[config.mk]
export PLATFORM = sky130hd
export DESIGN_NAME = fb_port_arbiter_flat
export DESIGN_NICKNAME = d
export VERILOG_FILES = /design/src/rtl/fb_pkg.sv /design/src/rtl/fb_port_arbiter_if.sv /design/src/rtl/fb_wr_fifo.sv /design/src/rtl/fb_port_arbiter.sv /design/src/flat_wrapper.sv
export SDC_FILE = /design/constraint.sdc
export NUM_CORES = 1
export LEC_CHECK = 0
export BUFFER_PORTS_ARGS = -buffer_cell sky130_fd_sc_hd__clkbuf_2
export CAP_MARGIN = 10
export CORE_MARGIN = 8
export CORE_UTILIZATION = 35
export CTS_CLUSTER_SIZE = 14
export DETAILED_ROUTE_END_ITERATION = 10
export PLACE_DENSITY = 0.59
export SETUP_SLACK_MARGIN = 0.5
export SLEW_MARGIN = 10
export SYNTH_ARGS = -nofsm -noshare
export SYNTH_HDL_FRONTEND = slang
export SYNTH_SLANG_ARGS = --single-unit
[constraint.sdc]
create_clock -name clk -period 2.5 [get_ports clk]
set_clock_uncertainty 0.2 [all_clocks]
set_input_delay 0.375 -clock clk [delete_from_list [all_inputs] [get_ports clk]]
set_output_delay 0.375 -clock clk [all_outputs]
set_load 0.05 [all_outputs]
[src/rtl/fb_pkg.sv]
`default_nettype none
//------------------------------------------------------------------------------
// Module   : fb_pkg
// Purpose  : Shared types and constants for the frame-buffer port arbiter.
//            Pixel address/data widths, frame size, the write-FIFO entry
//            type and the arbitration selection encoding.
// Revision : 1.0  initial release
//------------------------------------------------------------------------------
package fb_pkg;

   localparam int FB_ADDR_W = 17;
   localparam int FB_DATA_W = 16;
   localparam int FB_NPIX   = 76800;   // 320 x 240

   // One pending capture write
   typedef struct packed {
      logic [FB_ADDR_W-1:0] addr;
      logic [FB_DATA_W-1:0] data;
   } fb_wr_t;

   // Per-cycle arbitration outcome
   typedef enum logic [1:0] {
      SEL_IDLE = 2'd0,
      SEL_WR   = 2'd1,
      SEL_RD   = 2'd2
   } arb_sel_t;

endpackage : fb_pkg
`default_nettype wire

[src/rtl/fb_port_arbiter_if.sv]
`default_nettype none
//------------------------------------------------------------------------------
// Module   : fb_port_arbiter_if
// Purpose  : Bundles the capture, reader and RAM-side signals of the
//            frame-buffer port arbiter.
//            master : client/environment view (capture, reader, RAM model)
//            slave  : arbiter view
// Signals  : cap_we/cap_addr/cap_din  capture write strobe, address, pixel
//            hold                     suspend new RAM accesses
//            rd_req/rd_addr           reader request and address
//            rd_gnt/rd_valid/rd_data  grant pulse, response pulse, pixel
//            ram_en/ram_we/ram_addr/ram_wdata/ram_rdata  RAM port
//            ovf/range_err            sticky error flags
// Revision : 1.0  initial release
//------------------------------------------------------------------------------
interface fb_port_arbiter_if
   import fb_pkg::*;
#(
   parameter int ADDR_W = FB_ADDR_W,
   parameter int DATA_W = FB_DATA_W
);
   logic              cap_we;
   logic [ADDR_W-1:0] cap_addr;
   logic [DATA_W-1:0] cap_din;
   logic              hold;
   logic              rd_req;
   logic [ADDR_W-1:0] rd_addr;
   logic              rd_gnt;
   logic              rd_valid;
   logic [DATA_W-1:0] rd_data;
   logic              ram_en;
   logic              ram_we;
   logic [ADDR_W-1:0] ram_addr;
   logic [DATA_W-1:0] ram_wdata;
   logic [DATA_W-1:0] ram_rdata;
   logic              ovf;
   logic              range_err;

   modport master (
      output cap_we, cap_addr, cap_din, hold, rd_req, rd_addr, ram_rdata,
      input  rd_gnt, rd_valid, rd_data, ram_en, ram_we, ram_addr, ram_wdata,
             ovf, range_err
   );

   modport slave (
      input  cap_we, cap_addr, cap_din, hold, rd_req, rd_addr, ram_rdata,
      output rd_gnt, rd_valid, rd_data, ram_en, ram_we, ram_addr, ram_wdata,
             ovf, range_err
   );

endinterface : fb_port_arbiter_if
`default_nettype wire

[src/rtl/fb_wr_fifo.sv]
`default_nettype none
//------------------------------------------------------------------------------
// Module   : fb_wr_fifo
// Purpose  : Synchronous FIFO of capture writes. A push into a full FIFO is
//            accepted only when a pop happens in the same cycle; otherwise
//            it is dropped and o_drop pulses.
// Ports    : clk, rst           clock, async active-high reset
//            i_push, i_din      push request and entry
//            i_pop              pop head (ignored when empty)
//            o_head             current head entry
//            o_count            occupancy
//            o_full, o_empty    status
//            o_drop             push discarded this cycle
// Revision : 1.0  initial release
//------------------------------------------------------------------------------
module fb_wr_fifo
   import fb_pkg::*;
#(
   parameter int DEPTH = 4
)(
   input  logic                         clk,
   input  logic                         rst,
   input  logic                         i_push,
   input  fb_wr_t                       i_din,
   input  logic                         i_pop,
   output fb_wr_t                       o_head,
   output logic [$clog2(DEPTH+1)-1:0]   o_count,
   output logic                         o_full,
   output logic                         o_empty,
   output logic                         o_drop
);

   localparam int c_PTR_W = (DEPTH > 1) ? $clog2(DEPTH) : 1;
   localparam int c_CNT_W = $clog2(DEPTH + 1);

   fb_wr_t               r_mem [DEPTH];
   logic [c_PTR_W-1:0]   r_wr_ptr;
   logic [c_PTR_W-1:0]   r_rd_ptr;
   logic [c_CNT_W-1:0]   r_count;
   logic                 w_wr_en;
   logic                 w_rd_en;

   assign o_full  = (r_count == c_CNT_W'(DEPTH));
   assign o_empty = (r_count == '0);
   assign o_count = r_count;
   assign o_head  = r_mem[r_rd_ptr];

   // When full, the slot being written is the one being popped this cycle
   assign w_rd_en = i_pop && !o_empty;
   assign w_wr_en = i_push && (!o_full || w_rd_en);
   assign o_drop  = i_push && !w_wr_en;

   // Storage carries no reset; only pointers and count define validity
   always_ff @(posedge clk) begin
      if (w_wr_en) begin
         r_mem[r_wr_ptr] <= i_din;
      end
   end

   always_ff @(posedge clk or posedge rst) begin
      if (rst) begin
         r_wr_ptr <= '0;
         r_rd_ptr <= '0;
         r_count  <= '0;
      end else begin
         if (w_wr_en) begin
            r_wr_ptr <= r_wr_ptr + 1'b1;
         end
         if (w_rd_en) begin
            r_rd_ptr <= r_rd_ptr + 1'b1;
         end
         case ({w_wr_en, w_rd_en})
            2'b10:   r_count <= r_count + 1'b1;
            2'b01:   r_count <= r_count - 1'b1;
            default: r_count <= r_count;
         endcase
      end
   end

endmodule : fb_wr_fifo
`default_nettype wire

[src/rtl/fb_port_arbiter.sv]
`default_nettype none
//------------------------------------------------------------------------------
// Module   : fb_port_arbiter
// Purpose  : Shares one single-port frame-buffer RAM between the capture
//            writer (buffered through fb_wr_fifo, never back-pressured) and a
//            req/gnt pixel reader with fixed-latency rd_valid responses.
//            Writes win once the FIFO reaches HI_WM; otherwise a pending read
//            wins unless it was granted in the previous cycle.
// Ports    : clk, rst    clock, async active-high reset
//            bus (slave) capture, reader, RAM and flag signals
// Revision : 1.0  initial release
//------------------------------------------------------------------------------
module fb_port_arbiter
   import fb_pkg::*;
#(
   parameter int ADDR_W     = FB_ADDR_W,
   parameter int DATA_W     = FB_DATA_W,
   parameter int NPIX       = FB_NPIX,
   parameter int FIFO_DEPTH = 4,
   parameter int HI_WM      = 2,
   parameter int RD_LAT     = 1
)(
   input  logic               clk,
   input  logic               rst,
   fb_port_arbiter_if.slave   bus
);

   localparam int                 c_CNT_W = $clog2(FIFO_DEPTH + 1);
   localparam logic [ADDR_W-1:0]  c_NPIX  = ADDR_W'(NPIX);
   localparam logic [c_CNT_W-1:0] c_HI_WM = c_CNT_W'(HI_WM);

   arb_sel_t              r_sel;
   arb_sel_t              w_sel;
   fb_wr_t                w_cap_entry;
   fb_wr_t                w_head;
   logic [c_CNT_W-1:0]    w_count;
   logic                  w_full;
   logic                  w_empty;
   logic                  w_drop;
   logic                  w_cap_inr;
   logic                  w_rd_inr;
   logic                  w_push;
   logic                  w_pop;
   logic                  w_rd_sel;

   logic                  r_rd_gnt;
   logic                  r_rd_valid;
   logic [DATA_W-1:0]     r_rd_data;
   logic                  r_ram_en;
   logic                  r_ram_we;
   logic [ADDR_W-1:0]     r_ram_addr;
   logic [DATA_W-1:0]     r_ram_wdata;
   logic                  r_ovf;
   logic                  r_range_err;
   // Bit k set: a read granted k cycles ago is in flight
   logic [RD_LAT:0]       r_vpipe;
   // Matching bit set: that read was out of range and must return zero
   logic [RD_LAT:0]       r_zpipe;

   assign w_cap_inr        = (bus.cap_addr < c_NPIX);
   assign w_rd_inr         = (bus.rd_addr  < c_NPIX);
   assign w_push           = bus.cap_we && w_cap_inr;
   assign w_cap_entry.addr = bus.cap_addr;
   assign w_cap_entry.data = bus.cap_din;

   fb_wr_fifo #(
      .DEPTH   (FIFO_DEPTH)
   ) u_wr_fifo (
      .clk     (clk),
      .rst     (rst),
      .i_push  (w_push),
      .i_din   (w_cap_entry),
      .i_pop   (w_pop),
      .o_head  (w_head),
      .o_count (w_count),
      .o_full  (w_full),
      .o_empty (w_empty),
      .o_drop  (w_drop)
   );

   // Arbitration state: last cycle's decision
   always_ff @(posedge clk or posedge rst) begin
      if (rst) begin
         r_sel <= SEL_IDLE;
      end else begin
         r_sel <= w_sel;
      end
   end

   // Next decision. Full is included so a watermark above the FIFO depth
   // still lets writes win before capture data is lost.
   always_comb begin
      w_sel = SEL_IDLE;
      if (!bus.hold) begin
         if ((w_count >= c_HI_WM) || w_full) begin
            w_sel = SEL_WR;
         end else if (bus.rd_req && (r_sel != SEL_RD)) begin
            w_sel = SEL_RD;
         end else if (!w_empty) begin
            w_sel = SEL_WR;
         end
      end
   end

   assign w_pop    = (w_sel == SEL_WR);
   assign w_rd_sel = (w_sel == SEL_RD);

   always_ff @(posedge clk or posedge rst) begin
      if (rst) begin
         r_rd_gnt    <= 1'b0;
         r_rd_valid  <= 1'b0;
         r_rd_data   <= '0;
         r_ram_en    <= 1'b0;
         r_ram_we    <= 1'b0;
         r_ram_addr  <= '0;
         r_ram_wdata <= '0;
         r_ovf       <= 1'b0;
         r_range_err <= 1'b0;
         r_vpipe     <= '0;
         r_zpipe     <= '0;
      end else begin
         r_rd_gnt <= w_rd_sel;
         // Out-of-range reads are granted but never touch the RAM
         r_ram_en <= w_pop || (w_rd_sel && w_rd_inr);
         r_ram_we <= w_pop;
         if (w_pop) begin
            r_ram_addr  <= w_head.addr;
            r_ram_wdata <= w_head.data;
         end else if (w_rd_sel && w_rd_inr) begin
            r_ram_addr  <= bus.rd_addr;
         end

         if (w_drop) begin
            r_ovf <= 1'b1;
         end
         if ((bus.cap_we && !w_cap_inr) || (w_rd_sel && !w_rd_inr)) begin
            r_range_err <= 1'b1;
         end

         // Stage 0 lines up with rd_gnt; stage RD_LAT with valid ram_rdata
         r_vpipe    <= {r_vpipe[RD_LAT-1:0], w_rd_sel};
         r_zpipe    <= {r_zpipe[RD_LAT-1:0], w_rd_sel && !w_rd_inr};
         r_rd_valid <= r_vpipe[RD_LAT];
         if (r_vpipe[RD_LAT]) begin
            r_rd_data <= r_zpipe[RD_LAT] ? '0 : bus.ram_rdata;
         end
      end
   end

   assign bus.rd_gnt    = r_rd_gnt;
   assign bus.rd_valid  = r_rd_valid;
   assign bus.rd_data   = r_rd_data;
   assign bus.ram_en    = r_ram_en;
   assign bus.ram_we    = r_ram_we;
   assign bus.ram_addr  = r_ram_addr;
   assign bus.ram_wdata = r_ram_wdata;
   assign bus.ovf       = r_ovf;
   assign bus.range_err = r_range_err;

endmodule : fb_port_arbiter
`default_nettype wire

[src/flat_wrapper.sv]
// flat-port wrapper written by rule: the top's interface ports become plain ports
module fb_port_arbiter_flat import fb_pkg::*;
#(
   parameter int ADDR_W     = FB_ADDR_W,
   parameter int DATA_W     = FB_DATA_W,
   parameter int NPIX       = FB_NPIX,
   parameter int FIFO_DEPTH = 4,
   parameter int HI_WM      = 2,
   parameter int RD_LAT     = 1
)
  (clk, rst, bus_cap_we, bus_cap_addr, bus_cap_din, bus_hold, bus_rd_req, bus_rd_addr, bus_ram_rdata, bus_rd_gnt, bus_rd_valid, bus_rd_data, bus_ram_en, bus_ram_we, bus_ram_addr, bus_ram_wdata, bus_ovf, bus_range_err);
  fb_port_arbiter_if #(.ADDR_W(ADDR_W), .DATA_W(DATA_W)) bus_i ();
  input  logic clk;
  input  logic rst;
  input wire logic [$bits(bus_i.cap_we)-1:0] bus_cap_we;
  input wire logic [$bits(bus_i.cap_addr)-1:0] bus_cap_addr;
  input wire logic [$bits(bus_i.cap_din)-1:0] bus_cap_din;
  input wire logic [$bits(bus_i.hold)-1:0] bus_hold;
  input wire logic [$bits(bus_i.rd_req)-1:0] bus_rd_req;
  input wire logic [$bits(bus_i.rd_addr)-1:0] bus_rd_addr;
  input wire logic [$bits(bus_i.ram_rdata)-1:0] bus_ram_rdata;
  output wire logic [$bits(bus_i.rd_gnt)-1:0] bus_rd_gnt;
  output wire logic [$bits(bus_i.rd_valid)-1:0] bus_rd_valid;
  output wire logic [$bits(bus_i.rd_data)-1:0] bus_rd_data;
  output wire logic [$bits(bus_i.ram_en)-1:0] bus_ram_en;
  output wire logic [$bits(bus_i.ram_we)-1:0] bus_ram_we;
  output wire logic [$bits(bus_i.ram_addr)-1:0] bus_ram_addr;
  output wire logic [$bits(bus_i.ram_wdata)-1:0] bus_ram_wdata;
  output wire logic [$bits(bus_i.ovf)-1:0] bus_ovf;
  output wire logic [$bits(bus_i.range_err)-1:0] bus_range_err;
  assign bus_i.cap_we = bus_cap_we;
  assign bus_i.cap_addr = bus_cap_addr;
  assign bus_i.cap_din = bus_cap_din;
  assign bus_i.hold = bus_hold;
  assign bus_i.rd_req = bus_rd_req;
  assign bus_i.rd_addr = bus_rd_addr;
  assign bus_i.ram_rdata = bus_ram_rdata;
  assign bus_rd_gnt = bus_i.rd_gnt;
  assign bus_rd_valid = bus_i.rd_valid;
  assign bus_rd_data = bus_i.rd_data;
  assign bus_ram_en = bus_i.ram_en;
  assign bus_ram_we = bus_i.ram_we;
  assign bus_ram_addr = bus_i.ram_addr;
  assign bus_ram_wdata = bus_i.ram_wdata;
  assign bus_ovf = bus_i.ovf;
  assign bus_range_err = bus_i.range_err;
  fb_port_arbiter #(.ADDR_W(ADDR_W), .DATA_W(DATA_W), .NPIX(NPIX), .FIFO_DEPTH(FIFO_DEPTH), .HI_WM(HI_WM), .RD_LAT(RD_LAT)) u_core (.clk(clk), .rst(rst), .bus(bus_i));
endmodule
==> reports/metrics.csv <==
metric,value,unit
Syn Inst Count,397,
first-pass GRT wire length,25560,um
R2R setup slack,0.34,ns
crit path from,u_core.u_wr_fifo.o_count[0],
Post-DP HPWL,11500,um
RD Place Congestion,0.7668,
"Cell Area, Synth",7639,sq um
Final Hold Fails,0,
Synth area leader,edfxtp_1,
worst r2r path cells,10,
Vias,4246,
CTS tree,done,
final setup fails,0,
Post-Layout Cell Count,905,
Sw Ratio,0.3745,
FF-to-FF End,u_core.u_wr_fifo.o_count[2],
Hold Slack,0.03144,ns
fin crit share,0.8623,
RSZ-0062 raised after global routing,true,
Setup crit end kind,flip-flop,
Initial Util,0.3533,
io pins,126,
Leakage,3.999,nW
crit path cell chain,inv_4 > and4_1 > and3b_1 > inv_2 > ha_4 > inv_2 > fa_2 > xor2_1 > nor2_1 > xor2_1,
top cell type's share of synthesized area,0.5189,
sequential share of power,0.387,
Buf/Inv on CP,3,
Slew HR,0.6126,
Reg-to-Reg Start,u_core.u_wr_fifo.o_count[0],
share of layout cells above drive strength 1,0.4832,
final wirelength,16550,um
worst setup path category,flip-flop to flip-flop,
clock buffer depth,2,
largest net degree at the start of global routing,37,
Initial DRC Count,269,
TritonCTS Buffers,17,
gr ovfl total,0,
WP data arrival,2.31,ns
drt drc,0,
Worst EP required,2.65,ns
"CP delay by family, top",simple AND/OR/NAND/NOR gates,
Setup crit start kind,flip-flop,
"commonest non-fill, non-tap cell in the layout",edfxtp_1,
"slowest stage delay, CP",0.41,ns
max-slew violations,0,
clk sinks,199,
Synth area leaders,"edfxtp_1 52%, dfrtp_1 22%, mux4_2 9.7%",
vias in the first global route,4681,
Worst Hold Launch,bus_cap_we,
initial antenna violation count,0,
syn_nets,474,
"Min Clock Period, post-route",2.156,ns
Ant. Diodes,0,
placed insts,808,
area of the multi-input gates,1907,sq um
iteration count of the initial detailed-routing pass,6,
slowest library cell on the worst path,dfrtp_1,
sequential cell area,5645,sq um
Area Overhead vs Synth,33.40,%
Fmax,463.9,MHz
Hold Path Stages,2,
fillers,1850,
antenna-violating nets left,0,
chip width,163.7,um
max_cap viols,0,
mean post-synth cell area,19.24,sq um
clk slew on worst S/H paths,0.07,ns
GRT Resource Usage Total,0.1251,
status,"complete, no violations",
NumNets Final,689,
vias per cell,4.692,
FP Rows,54,
Hold Path Sink,u_core.bus.range_err,
"Clk Latency, worst-skew pair",0.43,ns
H-tree depth,4,
power per cell area,1195,nW/um^2
die area,26810,sq um
sum of negative setup slack,0,ns
Yosys cell types,35,
"Seq/Total Area, Yosys",0.7384,
Worst Path Max Fanout,2,
worst vdd ir,0.0005727,V
P_sw,4.561,mW
clock power share,0.217,
most frequent cells in the layout,"132 x edfxtp_1, 125 x clkbuf_2, 65 x dfrtp_1",
Die H,163.7,um
power share of the combinational group,0.396,
total number of yosys warnings,0,
Port-buffer cells,125,
Core Area,21620,sq um
Hold Path Class,input pin to flip-flop,
post-layout util,0.4713,
clk root buf,clkbuf_16,
Power Total,12.18,mW
wire length per cell,18.28,um
worst slew pin tran,0.5798,ns
Pint,7.619,mW
Yosys reg bits,199,
==> power groups by stage <==
| stage | clock (mW) | sequential [mW] | combinational (mW) |
|---|---|---|---|
| global route | 2.84 | 4.81 | 5.14 |
| detailed placement | 0 | 4.80 | 4.67 |
| finish | 2.64 | 4.72 | 4.82 |
| floorplan | 0 | 6.16 | 2.00 |
| CTS | 2.71 | 4.73 | 4.81 |
| global placement | 0 | 4.75 | 4.59 |
==> final cells by class <==
type,instances,share of cell area
inverter,25,0.009823
timing repair buffer,212,0.1584
clock buffer,19,0.04555
clock inverter,13,0.01068
multi-input combinational,157,0.1871
sequential,199,0.5540
tap,280,0.03438
==> per-stage QoR <==
| step | cell area (sq um) | setup WS (ns) |
|---|---|---|
| after global routing | 10190 | 0.2334 |
| after detailed placement | 8939 | 0.1489 |
| after floorplan | 7766 | 0.1630 |
| after global placement | 8939 | 0.1658 |
| final | 10190 | 0.3442 |
| after CTS | 10050 | 0.3501 |
==> timing repair <==
action                                  4_1_cts  5_1_grt
endpoints found under the hold margin       154        0
pin swaps                                     3        4
setup buffers                                 8        6
hold buffers                                 48        0
endpoints found under the setup margin      137      140
cloned                                        0        3
resized for setup                             3        4
==> sequential cells by signal, indices dropped and copies added (netlist names) <==
| signal | cells |
|---|---|
| u_core.bus.range_err | 1 |
| u_core.bus.ovf | 1 |
| u_core.u_wr_fifo.r_rd_ptr | 2 |
| u_core.bus.rd_data | 16 |
| u_core.u_wr_fifo.o_count | 3 |
| u_core.bus.ram_addr | 17 |
| u_core.r_vpipe | 2 |
| u_core.bus.ram_we | 1 |
| u_core.bus.rd_valid | 1 |
| u_core.u_wr_fifo.r_mem | 132 |
| u_core.r_zpipe | 2 |
| u_core.bus.ram_en | 1 |
| u_core.bus.ram_wdata | 16 |
| u_core.u_wr_fifo.r_wr_ptr | 2 |
| u_core.r_sel | 2 |
==> synthesized netlist by cell type (all sizes together) <==
cell type / instances
dfrtp: 67
clkbuf: 5
o2bb2ai: 3
xnor2: 3
a211o: 2
o31ai: 1
mux2i: 1
nor2: 3
and4: 1
a311oi: 1
nor4: 2
buf: 11
ha: 5
o22ai: 1
and2: 4
nor3b: 1
inv: 25
a21o: 1
a21oi: 1
nor2b: 2
a31o: 1
and3b: 1
mux2: 51
o21ai: 16
mux4: 33
edfxtp: 132
fa: 1
and3: 1
nand2: 18
xor2: 3
==> layer usage <==
layer,track usage,up-vias,part of all wire
met3,0.03358,15,0.057
met4,0.03719,0,0.011
li1,-,1943,-
met5,0,-,0
met1,0.1440,2177,0.41
met2,0.2241,111,0.52
==> worst max path at each step <==
stage | endpoint | slack [ns] | cells past startpoint
detailed placement | u_core.u_wr_fifo.o_count[2] | 0.15 | 12
global placement | u_core.u_wr_fifo.o_count[2] | 0.17 | 12
finish | u_core.u_wr_fifo.o_count[2] | 0.34 | 10
floorplan | u_core.u_wr_fifo.o_count[2] | 0.16 | 10
global route | u_core.u_wr_fifo.o_count[2] | 0.23 | 10
CTS | u_core.u_wr_fifo.o_count[2] | 0.35 | 10
==> logic make-up (layout without fill, tap and decap cells) <==
group | count (synthesis) | count (layout) | synth area share
XOR/XNOR | 6 | 6 | 0.006881
buffers and inverters | 41 | 269 | 0.02277
flip-flops | 199 | 199 | 0.7384
AND/OR/NAND/NOR | 33 | 33 | 0.02178
multiplexers | 85 | 85 | 0.1738
AO/OA/AOI/OAI | 27 | 27 | 0.02555
adder cells (fa/ha/maj) | 6 | 6 | 0.01081
No activity file was read; power rests on OpenSTA's default activity.
